[src/rtl/fpga_pkg.sv]
// rtl/fpga_pkg.sv - shared constants and types for the RFID front-end block
// Holds the configuration word bit positions, carrier divider values,
// SSP timing constants and the SSP engine state type.
package fpga_pkg;

  localparam int CONF_LO_FREQ = 7;
  localparam int CONF_CARRIER = 6;
  localparam int CONF_SEL125  = 5;

  // Carrier half-period minus one, in pck0 cycles (24 MHz / 192 and / 178).
  localparam logic [7:0] DIV_125 = 8'd95;
  localparam logic [7:0] DIV_134 = 8'd88;

  // ssp_clk half-period in pck0 cycles; one bit lasts twice this.
  localparam int          SSP_HALF     = 4;
  localparam logic [2:0]  SSP_HALF_W   = 3'(SSP_HALF);
  localparam logic [2:0]  SSP_SUB_LAST = 3'(2 * SSP_HALF - 1);

  typedef enum logic {
    SSP_IDLE = 1'b0,
    SSP_SEND = 1'b1
  } ssp_state_t;

endpackage

[src/rtl/spi_conf_rx.sv]
// rtl/spi_conf_rx.sv - SPI-style configuration receiver
// Ports:
//   clk, rst        : pck0 and synchronous active-high reset
//   spck, mosi, ncs : asynchronous SPI link from the MCU (MSB first)
//   conf_word       : last 8 bits shifted in before ncs rose
//   conf_load       : high on the cycle conf_word is being updated
module spi_conf_rx (
  input  logic       clk,
  input  logic       rst,
  input  logic       spck,
  input  logic       mosi,
  input  logic       ncs,
  output logic [7:0] conf_word,
  output logic       conf_load
);

  logic [1:0] spck_sync;
  logic [1:0] mosi_sync;
  logic [1:0] ncs_sync;
  logic       spck_prev;
  logic       ncs_prev;
  logic [7:0] shift_reg;
  logic       spck_rise;

  // mosi and spck go through equal-depth synchronizers, so the synced data
  // bit is aligned with the synced clock edge that samples it.
  assign spck_rise = spck_sync[1] & ~spck_prev & ~ncs_sync[1];
  assign conf_load = ncs_sync[1] & ~ncs_prev;

  always_ff @(posedge clk) begin
    if (rst) begin
      spck_sync <= 2'b00;
      mosi_sync <= 2'b00;
      // ncs idles high; resetting its history high avoids a false load on release.
      ncs_sync  <= 2'b11;
      spck_prev <= 1'b0;
      ncs_prev  <= 1'b1;
      shift_reg <= 8'h00;
      conf_word <= 8'h00;
    end else begin
      spck_sync <= {spck_sync[0], spck};
      mosi_sync <= {mosi_sync[0], mosi};
      ncs_sync  <= {ncs_sync[0], ncs};
      spck_prev <= spck_sync[1];
      ncs_prev  <= ncs_sync[1];
      if (spck_rise) begin
        shift_reg <= {shift_reg[6:0], mosi_sync[1]};
      end
      if (conf_load) begin
        conf_word <= shift_reg;
      end
    end
  end

endmodule

[src/rtl/fpga.sv]
// rtl/fpga.sv - RFID front-end top: config receiver, LF carrier, ADC capture, SSP sender
// Ports:
//   pck0, rst                  : 24 MHz clock, synchronous active-high reset
//   spck, mosi, ncs, miso      : configuration link from the MCU (miso tied 0)
//   ck_1356meg, ck_1356megb    : 13.56 MHz clocks (only the inverted one gates pwr_hi)
//   pwr_lo, pwr_hi, pwr_oe1..4 : antenna drive and driver enables
//   adc_d, adc_clk, adc_noe    : ADC sample, conversion clock, output enable
//   ssp_frame, ssp_din, ssp_clk, ssp_dout : synchronous serial link to the MCU
module fpga
  import fpga_pkg::*;
(
  input  logic       pck0,
  input  logic       rst,
  input  logic       spck,
  input  logic       mosi,
  input  logic       ncs,
  output logic       miso,
  input  logic       ck_1356meg,
  input  logic       ck_1356megb,
  output logic       pwr_lo,
  output logic       pwr_hi,
  output logic       pwr_oe1,
  output logic       pwr_oe2,
  output logic       pwr_oe3,
  output logic       pwr_oe4,
  input  logic [7:0] adc_d,
  output logic       adc_clk,
  output logic       adc_noe,
  output logic       ssp_frame,
  output logic       ssp_din,
  input  logic       ssp_dout,
  output logic       ssp_clk
);

  logic [7:0] conf_word;
  logic       conf_load;
  logic       lo_freq;
  logic       carrier_on;
  logic       sel125;

  spi_conf_rx u_spi (
    .clk       (pck0),
    .rst       (rst),
    .spck      (spck),
    .mosi      (mosi),
    .ncs       (ncs),
    .conf_word (conf_word),
    .conf_load (conf_load)
  );

  assign lo_freq    = conf_word[CONF_LO_FREQ];
  assign carrier_on = conf_word[CONF_CARRIER];
  assign sel125     = conf_word[CONF_SEL125];

  logic unused_inputs;
  assign unused_inputs = ^{ck_1356meg, ssp_dout, conf_word[4:0]};

  // Carrier generator
  logic [7:0] div;
  logic [7:0] cnt;
  logic       phase;
  logic       at_div;
  logic       capture;

  assign div     = sel125 ? DIV_125 : DIV_134;
  assign at_div  = (cnt == div);
  // The edge where phase is about to drop 1->0 is the sample point.
  assign capture = lo_freq & phase & at_div & ~conf_load;

  always_ff @(posedge pck0) begin
    if (rst || conf_load || !lo_freq) begin
      cnt   <= 8'd0;
      phase <= 1'b0;
    end else if (at_div) begin
      cnt   <= 8'd0;
      phase <= ~phase;
    end else begin
      cnt   <= cnt + 8'd1;
    end
  end

  // SSP engine
  ssp_state_t state, state_next;
  logic [2:0] bit_idx, bit_next;
  logic [2:0] sub_cnt, sub_next;
  logic [7:0] ssp_sh;

  always_comb begin
    state_next = state;
    bit_next   = bit_idx;
    sub_next   = sub_cnt;
    if (conf_load) begin
      state_next = SSP_IDLE;
      bit_next   = 3'd0;
      sub_next   = 3'd0;
    end else if (capture) begin
      // A capture mid-frame simply restarts the frame.
      state_next = SSP_SEND;
      bit_next   = 3'd7;
      sub_next   = 3'd0;
    end else if (state == SSP_SEND) begin
      if (sub_cnt == SSP_SUB_LAST) begin
        sub_next = 3'd0;
        if (bit_idx == 3'd0) begin
          state_next = SSP_IDLE;
        end else begin
          bit_next = bit_idx - 3'd1;
        end
      end else begin
        sub_next = sub_cnt + 3'd1;
      end
    end
  end

  always_ff @(posedge pck0) begin
    if (rst) begin
      state   <= SSP_IDLE;
      bit_idx <= 3'd0;
      sub_cnt <= 3'd0;
      ssp_sh  <= 8'h00;
    end else begin
      state   <= state_next;
      bit_idx <= bit_next;
      sub_cnt <= sub_next;
      if (capture) begin
        ssp_sh <= adc_d;
      end
    end
  end

  // Registered outputs, one cycle behind the state they decode.
  always_ff @(posedge pck0) begin
    if (rst) begin
      pwr_lo    <= 1'b0;
      adc_clk   <= 1'b0;
      adc_noe   <= 1'b1;
      ssp_clk   <= 1'b0;
      ssp_din   <= 1'b0;
      ssp_frame <= 1'b0;
    end else begin
      pwr_lo    <= phase & carrier_on & lo_freq;
      adc_clk   <= lo_freq & phase;
      adc_noe   <= 1'b0;
      ssp_clk   <= (state == SSP_SEND) & (sub_cnt >= SSP_HALF_W);
      ssp_din   <= (state == SSP_SEND) & ssp_sh[bit_idx];
      ssp_frame <= (state == SSP_SEND) & (bit_idx == 3'd7);
    end
  end

  assign pwr_hi  = ck_1356megb & carrier_on & ~lo_freq;
  assign pwr_oe1 = 1'b0;
  assign pwr_oe2 = 1'b0;
  assign pwr_oe3 = 1'b0;
  assign pwr_oe4 = 1'b0;
  assign miso    = 1'b0;

endmodule

[config.mk]
export PLATFORM = sky130hd
export DESIGN_NAME = fpga
export DESIGN_NICKNAME = d
export VERILOG_FILES = /design/src/rtl/fpga_pkg.sv /design/src/rtl/spi_conf_rx.sv /design/src/rtl/fpga.sv
export SDC_FILE = /design/constraint.sdc
export NUM_CORES = 1
export LEC_CHECK = 0
export CELL_PAD_IN_SITES_DETAIL_PLACEMENT = 0
export CELL_PAD_IN_SITES_GLOBAL_PLACEMENT = 1
export CORE_ASPECT_RATIO = 0.8
export CORE_UTILIZATION = 37
export CTS_BUF_LIST = sky130_fd_sc_hd__clkbuf_16
export DETAILED_ROUTE_END_ITERATION = 6
export PLACE_DENSITY_LB_ADDON = 0.1
export SLEW_MARGIN = 20
export SYNTH_ARGS = -nofsm -noshare
export SYNTH_HDL_FRONTEND = slang
export SYNTH_SLANG_ARGS = --single-unit
[constraint.sdc]
create_clock -name pck0 -period 1.9 [get_ports pck0]
set_input_delay 0.19 -clock pck0 [delete_from_list [all_inputs] [get_ports pck0]]
set_output_delay 0.19 -clock pck0 [all_outputs]
set_load 0.02 [all_outputs]
Word-level counts from Yosys, hierarchy flattened:

Index checks and enable logic that the tools add are counted.

* add/subtract/negate cells: 3
* $mul: 0
* divide/modulo/power cells: 0
* magnitude comparators: 2
* eq/ne operators: 4
* shifts and indexed selects: 0
* multiplexer cells: 13
* bitwise gates (word level): 19
* reduce and logical (&&, ||, !) cells: 10

Operator list (count)
* 3-bit 2-to-1 mux: 6
* 1-bit AND: 13
* 8-bit by 1-bit adder with 8-bit output, second input constant: 1
* 8-bit by 7-bit equality test with 1-bit output: 1
* 3-bit equality test, second input constant: 2
* 1-bit 2-to-1 mux: 6
* 1-bit NOT: 6
* 3-bit by 4-bit less-than comparator with 1-bit output, second input constant: 1
* 2-bit nonzero test: 2
* 2-bit OR reduction: 2
* 3-bit by 1-bit adder with 3-bit output, second input constant: 1
* 1-bit binary-select mux with 3-bit select: 1
* 3-bit greater-or-equal comparator, second input constant: 1
* 3-bit logical NOT: 1
* 3-bit AND reduction: 1
* 3-bit OR reduction: 1
* 3-bit by 1-bit subtractor with 3-bit output, second input constant: 1
* 1-bit logical OR: 2
* 2-bit != test, second input constant: 1
* 1-bit logical NOT: 1

* bits in registers: 54
* latch bits: 0
* RAM bits: 0
* memory bits (read-only): 0
* input bits: 16
* memories kept: 0

Depth between registers and ports, before layout:

Gate-level depths: netlist of run 1.

* word-level depth: 6
* mapped depth: 6

Cells and area by module:

A second synthesis of run 1 with hierarchy kept.

* cell total of the unflattened synthesis: 230
* area, all modules: 2207.1 um^2

By module, submodules not included
* fpga: instances 1, cells an instance 142, area each 1417.6 um^2, sequential area each 600.6 um^2
* spi_conf_rx: instances 1, cells an instance 88, area each 789.5 um^2, sequential area each 480.5 um^2

Worst setup path after synthesis of run 1:

OpenSTA, ideal clock, no wires.

* path type: register -> register
* start point: reg cnt[2]
* end point: reg ssp_sh[1]
* setup time: 72 ps
* data arrival time: 1813 ps
* data required time: 1828 ps
* setup slack: 16 ps
* cell stages (with the launch flop): 6
* path buffers: 1
* period minus slack after synthesis: 1884 ps
* cells stage by stage: dfxtp_1 -> or4_4 -> a2111oi_4 -> and3b_4 -> buf_12 -> mux2i_1

* longest elaborated chain between the ends: 3

Ends and longest elaborated chain
* start: declaration: RTL line fpga.sv:60 `logic [7:0] cnt;`
* start signal: assignment: RTL line fpga.sv:78 `cnt <= cnt + 8'd1;`
* 8-bit by 7-bit equality test with 1-bit output: RTL line fpga.sv:66 `assign at_div = (cnt == div);`
* 1-bit AND (2 in a row): RTL line fpga.sv:68 `assign capture = lo_freq & phase & at_div & ~conf_load;`
* end signal: assignment: RTL line fpga.sv:120 `ssp_sh <= 8'h00;`
* end signal: assignment: RTL line fpga.sv:126 `ssp_sh <= adc_d;`
* end: declaration: RTL line fpga.sv:86 `logic [7:0] ssp_sh;`

Every way passes these cells.
A chain may end at the register's enable or synchronous reset.

Worst setup path in the final report of run 1:

* start point: reg u_spi.conf_word[5]
* end point: reg bit_idx[2]

* longest elaborated chain between the ends: 6
* elaborated cells between the ends (all ways): 9
* classes of those cells: 2 x eq/ne; 2 x mux; 2 x bitwise; 3 x reduce/logical

Ends and longest elaborated chain
* start: declaration: RTL line spi_conf_rx.sv:13 `output logic [7:0] conf_word,`
* start signal: assignment: RTL line spi_conf_rx.sv:50 `conf_word <= shift_reg;`
* 3-bit 2-to-1 mux (*): RTL line fpga.sv:65 `assign div = sel125 ? DIV_125 : DIV_134;`
* 8-bit by 7-bit equality test with 1-bit output (*): RTL line fpga.sv:66
* 1-bit AND (*) (2 in a row): RTL line fpga.sv:68
* 2-bit != test (no line) or 2-bit nonzero test (tied branches)
* 3-bit AND reduction (no line)
* end signal: assignment: RTL line fpga.sv:123 `bit_idx <= bit_next;`
* end: declaration: RTL line fpga.sv:84 `logic [2:0] bit_idx, bit_next;`

Mark *: on every way between the ends. The rest lies on a longest branch, timed or not.

==> run summary, run 1 <==
area leader, netlist -> dfxtp_1
Skew-Pair Late Insertion Delay -> 0.28 ns
Detailed Route WL -> 3560 um
Pre-antenna DRT Iters -> 6
num ports -> 28
Core Region -> 5090 sq um
largest net degree at the start of global routing -> 22
Max Fclk -> 516 MHz
Final min period -> 1.94 ns
Slew Limit Fails -> 0
first-pass GRT wire length -> 6120 um
synth top area cells -> dfxtp_1 (49%), mux2i_1 (11%), nand2b_1 (5.3%), nor2_1 (4.3%), ha_1 (3.8%)
leakage power total -> 0.000894 uW
hold buffer count at CTS -> 0
Routed Antenna Nets -> 0
Worst EP required -> 2.11 ns
routed via count -> 1,356
clock tree buffer depth -> 2
CP Class -> reg2reg
Main synth FF type -> dfxtp_1
# H-tree levels -> 2
FF+latch count, synth -> 49
Warnings, synthesis -> 0
synthesis-to-layout area growth -> 22.6%
placed cell count -> 275
CTS tree -> yes
Power per Cell Area -> 782 nW/um^2
hold crit path type -> reg2reg
Setup WS post-layout -> -0.0376 ns
Initial Utilization -> 0.392
# clock sinks -> 49
FP Rows -> 23
Syn Inst Count -> 194
register area -> 982 sq um
RSZ-0062 raised after global routing -> true
number of synthesized flops with an enable pin -> 0
top-area cell type share of the netlist area -> 0.491
vias in the first global route -> 1,360
share of layout cells above drive strength 1 -> 0.143
# fillers -> 472
# port buffers -> 20
gr ovfl total -> 0
clock skew -> 0.00392 ns
global-route usage over all layers -> 0.142
status -> complete, but fails checks
hold_ws -> 0.408 ns
synth unique cells -> 31
Die X -> 84.2 um
Setup Viol. Count Final -> 5
die height -> 67.7 um
Max IR drop VDD -> 0.363 mV
crit-path max FO -> 4
commonest cells after routing, fill and taps aside -> dfxtp_1 (48), nor2_1 (23), mux2i_1 (21)
Clock transition at path regs -> 0.06 ns
initial antenna violation count -> 0
Worst setup EP type -> flip-flop
most common cell after layout, fill and taps aside -> dfxtp_1
drt wl/cell -> 12.5 um
arrival time of the worst setup path -> 2.15 ns
post-synthesis sequential area ratio -> 0.491
Mean Syn Cell Area -> 10.3 sq um
area taken by multi-input logic gates -> 943 sq um
Vias/cell -> 4.76
total negative slack -> -0.0863 ns
Final period util -> 1.02
non-filler cells, final -> 285
Initial DRC Count -> 47
hold depth -> 1
worst reg2reg path depth -> 5
DP Wirelength -> 2500 um
nature of the critical path startpoint -> flip-flop
Routability Congestion -> 0.734
async set-or-reset flop fraction in the synthesized netlist -> 0
Util after Layout -> 0.481
Nets -> 245
TritonCTS buffer count -> 5
ant diodes -> 0
failing checks -> DRC, setup timing
die area -> 5700 sq um
drc violations -> 7
Hold Fails Final Rpt -> 0
post-synthesis cell area -> 2000 sq um
max-cap violation count -> 0
clock root buffer master -> clkbuf_16
## layout make-up
class	instances	area share
timing repair buffer	31	0.121
multi-input combinational	131	0.385
tap	62	0.0317
clock buffer	5	0.0511
clock inverter	2	0.00306
inverter	5	0.00766
sequential	49	0.401
## synthesized netlist by cell type, types with 4 or more instances
cell,n
ha_1,6
nand2b_1,17
xnor2_1,6
nor2b_1,6
mux2i_1,22
a21oi_1,6
dfxtp_1,49
nand3_1,4
clkbuf_1,7
nor3_1,8
inv_1,5
nand2_1,6
or2_2,4
nor2_1,23
buf_4,5
## where the power goes
| part | total [uW] | internal (uW) | switching [uW] |
|---|---|---|---|
| combinational | 76.2 | 41.5 | 34.6 |
| sequential | 1040 | 1040 | 2.11 |
| clock | 801 | 470 | 331 |
| total | 1910 | 1550 | 367 |
## path summary, 6_finish.rpt
| path | start | endpoint | slack, ns |
|---|---|---|---|
| worst min register to register | u_spi.ncs_sync[0]$_SDFF_PP1_ | u_spi.ncs_sync[1]$_SDFF_PP1_ | 0.41 |
| worst min-delay path | u_spi.ncs_sync[0]$_SDFF_PP1_ | u_spi.ncs_sync[1]$_SDFF_PP1_ | 0.41 |
| worst max-delay path | u_spi.conf_word[5]$_SDFFE_PP0P_ | bit_idx[2]$_SDFFE_PP0P_ | -0.04 |
| worst max register to register | u_spi.conf_word[5]$_SDFFE_PP0P_ | bit_idx[2]$_SDFFE_PP0P_ | -0.04 |
## layer usage
layer,global-route usage,part of all wire,vias to the layer above
met1,0.178,0.48,631
met5,0,0,-
li1,-,-,687
met4,0.0776,0.021,0
met3,0.0391,0.041,7
met2,0.225,0.46,31
## worst max-delay path, stage by stage, from the launching register on
cell and delay [ns]:
dfxtp_2 0.32, or4_4 0.54, a2111oi_4 0.40, buf_4 0.19, nand4_1 0.22, a21oi_1 0.21
## logic make-up after synthesis
logic type / after synthesis / share of synthesized area
compound gates: 7 / 0.0288
other cells: 1 / 0.00188
mux: 25 / 0.138
simple gates: 79 / 0.214
buf+inv: 19 / 0.0532
flops: 49 / 0.491
xor+xnor: 8 / 0.0351
fa+ha+maj: 6 / 0.0376
## per-stage QoR
step,worst slack [ns],instance area (sq um),total power [uW]
after global routing,-0.135,2450,2000
after detailed placement,-0.0598,2270,1140
final,-0.0376,2450,1910
after global placement,0.0302,2270,1140
after CTS,-0.0177,2430,1940
after floorplan,0.0158,2010,1110
## what timing repair did
action | 4_1_cts | 5_1_grt
endpoints found under the setup margin | 9 | 15
resized for setup | 0 | 4
buffers inserted | 1 | 1
cloned | 1 | 0
pin swaps | 2 | 2
No activity file was read; power rests on OpenSTA's default activity.
==> inputs of run 2 (changes only) <==
==> constraint.sdc (replaced) <==
create_clock -name pck0 -period 1.63 [get_ports pck0]
set_input_delay 0.163 -clock pck0 [delete_from_list [all_inputs] [get_ports pck0]]
set_output_delay 0.163 -clock pck0 [all_outputs]
set_load 0.02 [all_outputs]
==> run summary, run 2 (synthesis results as in run 1) <==
Skew-Pair Late Insertion Delay -> 0.28 ns
Gate power share -> 0.036
TritonCTS buffer count -> 5
CP Class -> reg2reg
synthesis-to-layout area growth -> 26.0%
Nets -> 247
status -> complete, but fails checks
DP Wirelength -> 2490 um
Pre-antenna DRT Iters -> 5
part of the power in registers -> 0.495
most common cell after layout, fill and taps aside -> dfxtp_1
leakage power total -> 0.000931 uW
Setup WS post-layout -> -0.202 ns
hold crit path type -> reg2reg
die height -> 67.7 um
Slew Limit Fails -> 0
Detailed Route WL -> 3500 um
max-cap violation count -> 0
Clock Power Share -> 0.469
gr ovfl total -> 0
arrival time of the worst setup path -> 2.05 ns
initial antenna violation count -> 0
Die X -> 84.2 um
first-pass GRT wire length -> 5870 um
Final min period -> 1.83 ns
failing checks -> setup timing
drt wl/cell -> 12.1 um
Core Region -> 5090 sq um
Vias/cell -> 4.69
setup slack, reg-to-reg -> -0.20 ns
share of layout cells above drive strength 1 -> 0.181
# clock sinks -> 49
# port buffers -> 20
vias in the first global route -> 1,290
Routed Antenna Nets -> 0
CTS tree -> yes
nature of the critical path startpoint -> flip-flop
Clock transition at path regs -> 0.07 ns
Final Power -> 2440 uW
FP Rows -> 23
ant diodes -> 0
Initial DRC Count -> 49
clock root buffer master -> clkbuf_16
crit-path max FO -> 4
placed cell areas -> 2290 sq um
routed via count -> 1,350
Hold Fails Final Rpt -> 0
hold buffer count at CTS -> 0
# H-tree levels -> 2
largest net degree at the start of global routing -> 31
die area -> 5700 sq um
global-route usage over all layers -> 0.134
num ports -> 28
NetSw -> 471 uW
Placement Setup Slack -> -0.214 ns
register area -> 983 sq um
# fillers -> 457
Sw Share -> 0.193
Final period util -> 1.12
RSZ-0062 raised after global routing -> true
Max Fclk -> 546 MHz
Initial Utilization -> 0.392
drc violations -> 0
commonest cells after routing, fill and taps aside -> dfxtp_1 (47), mux2i_1 (22), nor2_1 (20)
Routability Congestion -> 0.769
Setup Viol. Count Final -> 23
Power per Cell Area -> 970 nW/um^2
Max IR drop VDD -> 0.477 mV
area taken by multi-input logic gates -> 968 sq um
Worst setup EP type -> flip-flop
clock tree buffer depth -> 2
Final Instance Area -> 2520 sq um
Worst EP required -> 1.84 ns
Internal -> 1970 uW
clock skew -> 0.00588 ns
run 2: cell types whose count changed in the layout (fill, tap and decap cells not counted), moves of 2 or more:
cell,change
buf_4,+2
nor3_2,+2
nor2_1,-3
nor2_2,+2
nor3_1,-2
run 2: worst paths after layout:
kind,startpoint,end,depth (start not counted)
hold / removal,u_spi.ncs_sync[0]$_SDFF_PP1_,u_spi.ncs_sync[1]$_SDFF_PP1_,1
setup reg to reg,u_spi.conf_word[5]$_SDFFE_PP0P_,bit_idx[2]$_SDFFE_PP0P_,5
setup / recovery,u_spi.conf_word[5]$_SDFFE_PP0P_,bit_idx[2]$_SDFFE_PP0P_,5
hold reg to reg,u_spi.ncs_sync[0]$_SDFF_PP1_,u_spi.ncs_sync[1]$_SDFF_PP1_,1
run 2: layout make-up:
cell class | count | area share
clock inverter | 3 | 0.0164
clock buffer | 5 | 0.0497
inverter | 5 | 0.00745
timing repair buffer | 33 | 0.121
sequential | 49 | 0.390
multi-input combinational | 131 | 0.385
tap | 62 | 0.0308
run 2: worst max-delay path, cell delays in order (launching register included):
cell,delay (ns)
dfxtp_2,0.32
or4_4,0.54
a2111oi_4,0.36
buf_4,0.19
nand4_1,0.18
a21oi_1,0.19
run 2: power groups by stage:
stage | sequential [uW] | combinational [uW] | clock [uW]
detailed placement | 1240 | 88.2 | 0
CTS | 1210 | 89.5 | 1170
global route | 1210 | 95.7 | 1230
floorplan | 1240 | 52.6 | 0
finish | 1210 | 88.1 | 1150
global placement | 1240 | 87.2 | 0
run 2: through the flow:
step,setup TNS [ns],instances,utilization,hold slack (ns)
2_1_floorplan,-2.07,198,-,0.191
3_5_place_dp,-3.19,277,0.449,0.403
3_3_place_gp,-2.50,277,0.449,0.402
5_1_grt,-5.19,288,0.494,0.435
6_report,-3.45,288,0.494,0.414
4_1_cts,-3.53,287,0.491,0.419
run 2: repair_timing:
item | 4_1_cts | 5_1_grt
buffers inserted | 1 | 1
pin swaps | 10 | 5
endpoints found under the setup margin | 23 | 24
gates resized for setup | 8 | 4
gates cloned | 1 | 0
run 2: per-layer routing:
layer / part of all wire / global-route usage
met1: 0.49 / 0.174
met2: 0.44 / 0.213
met3: 0.057 / 0.0379
met4: 0.010 / 0.0496
met5: 0 / 0
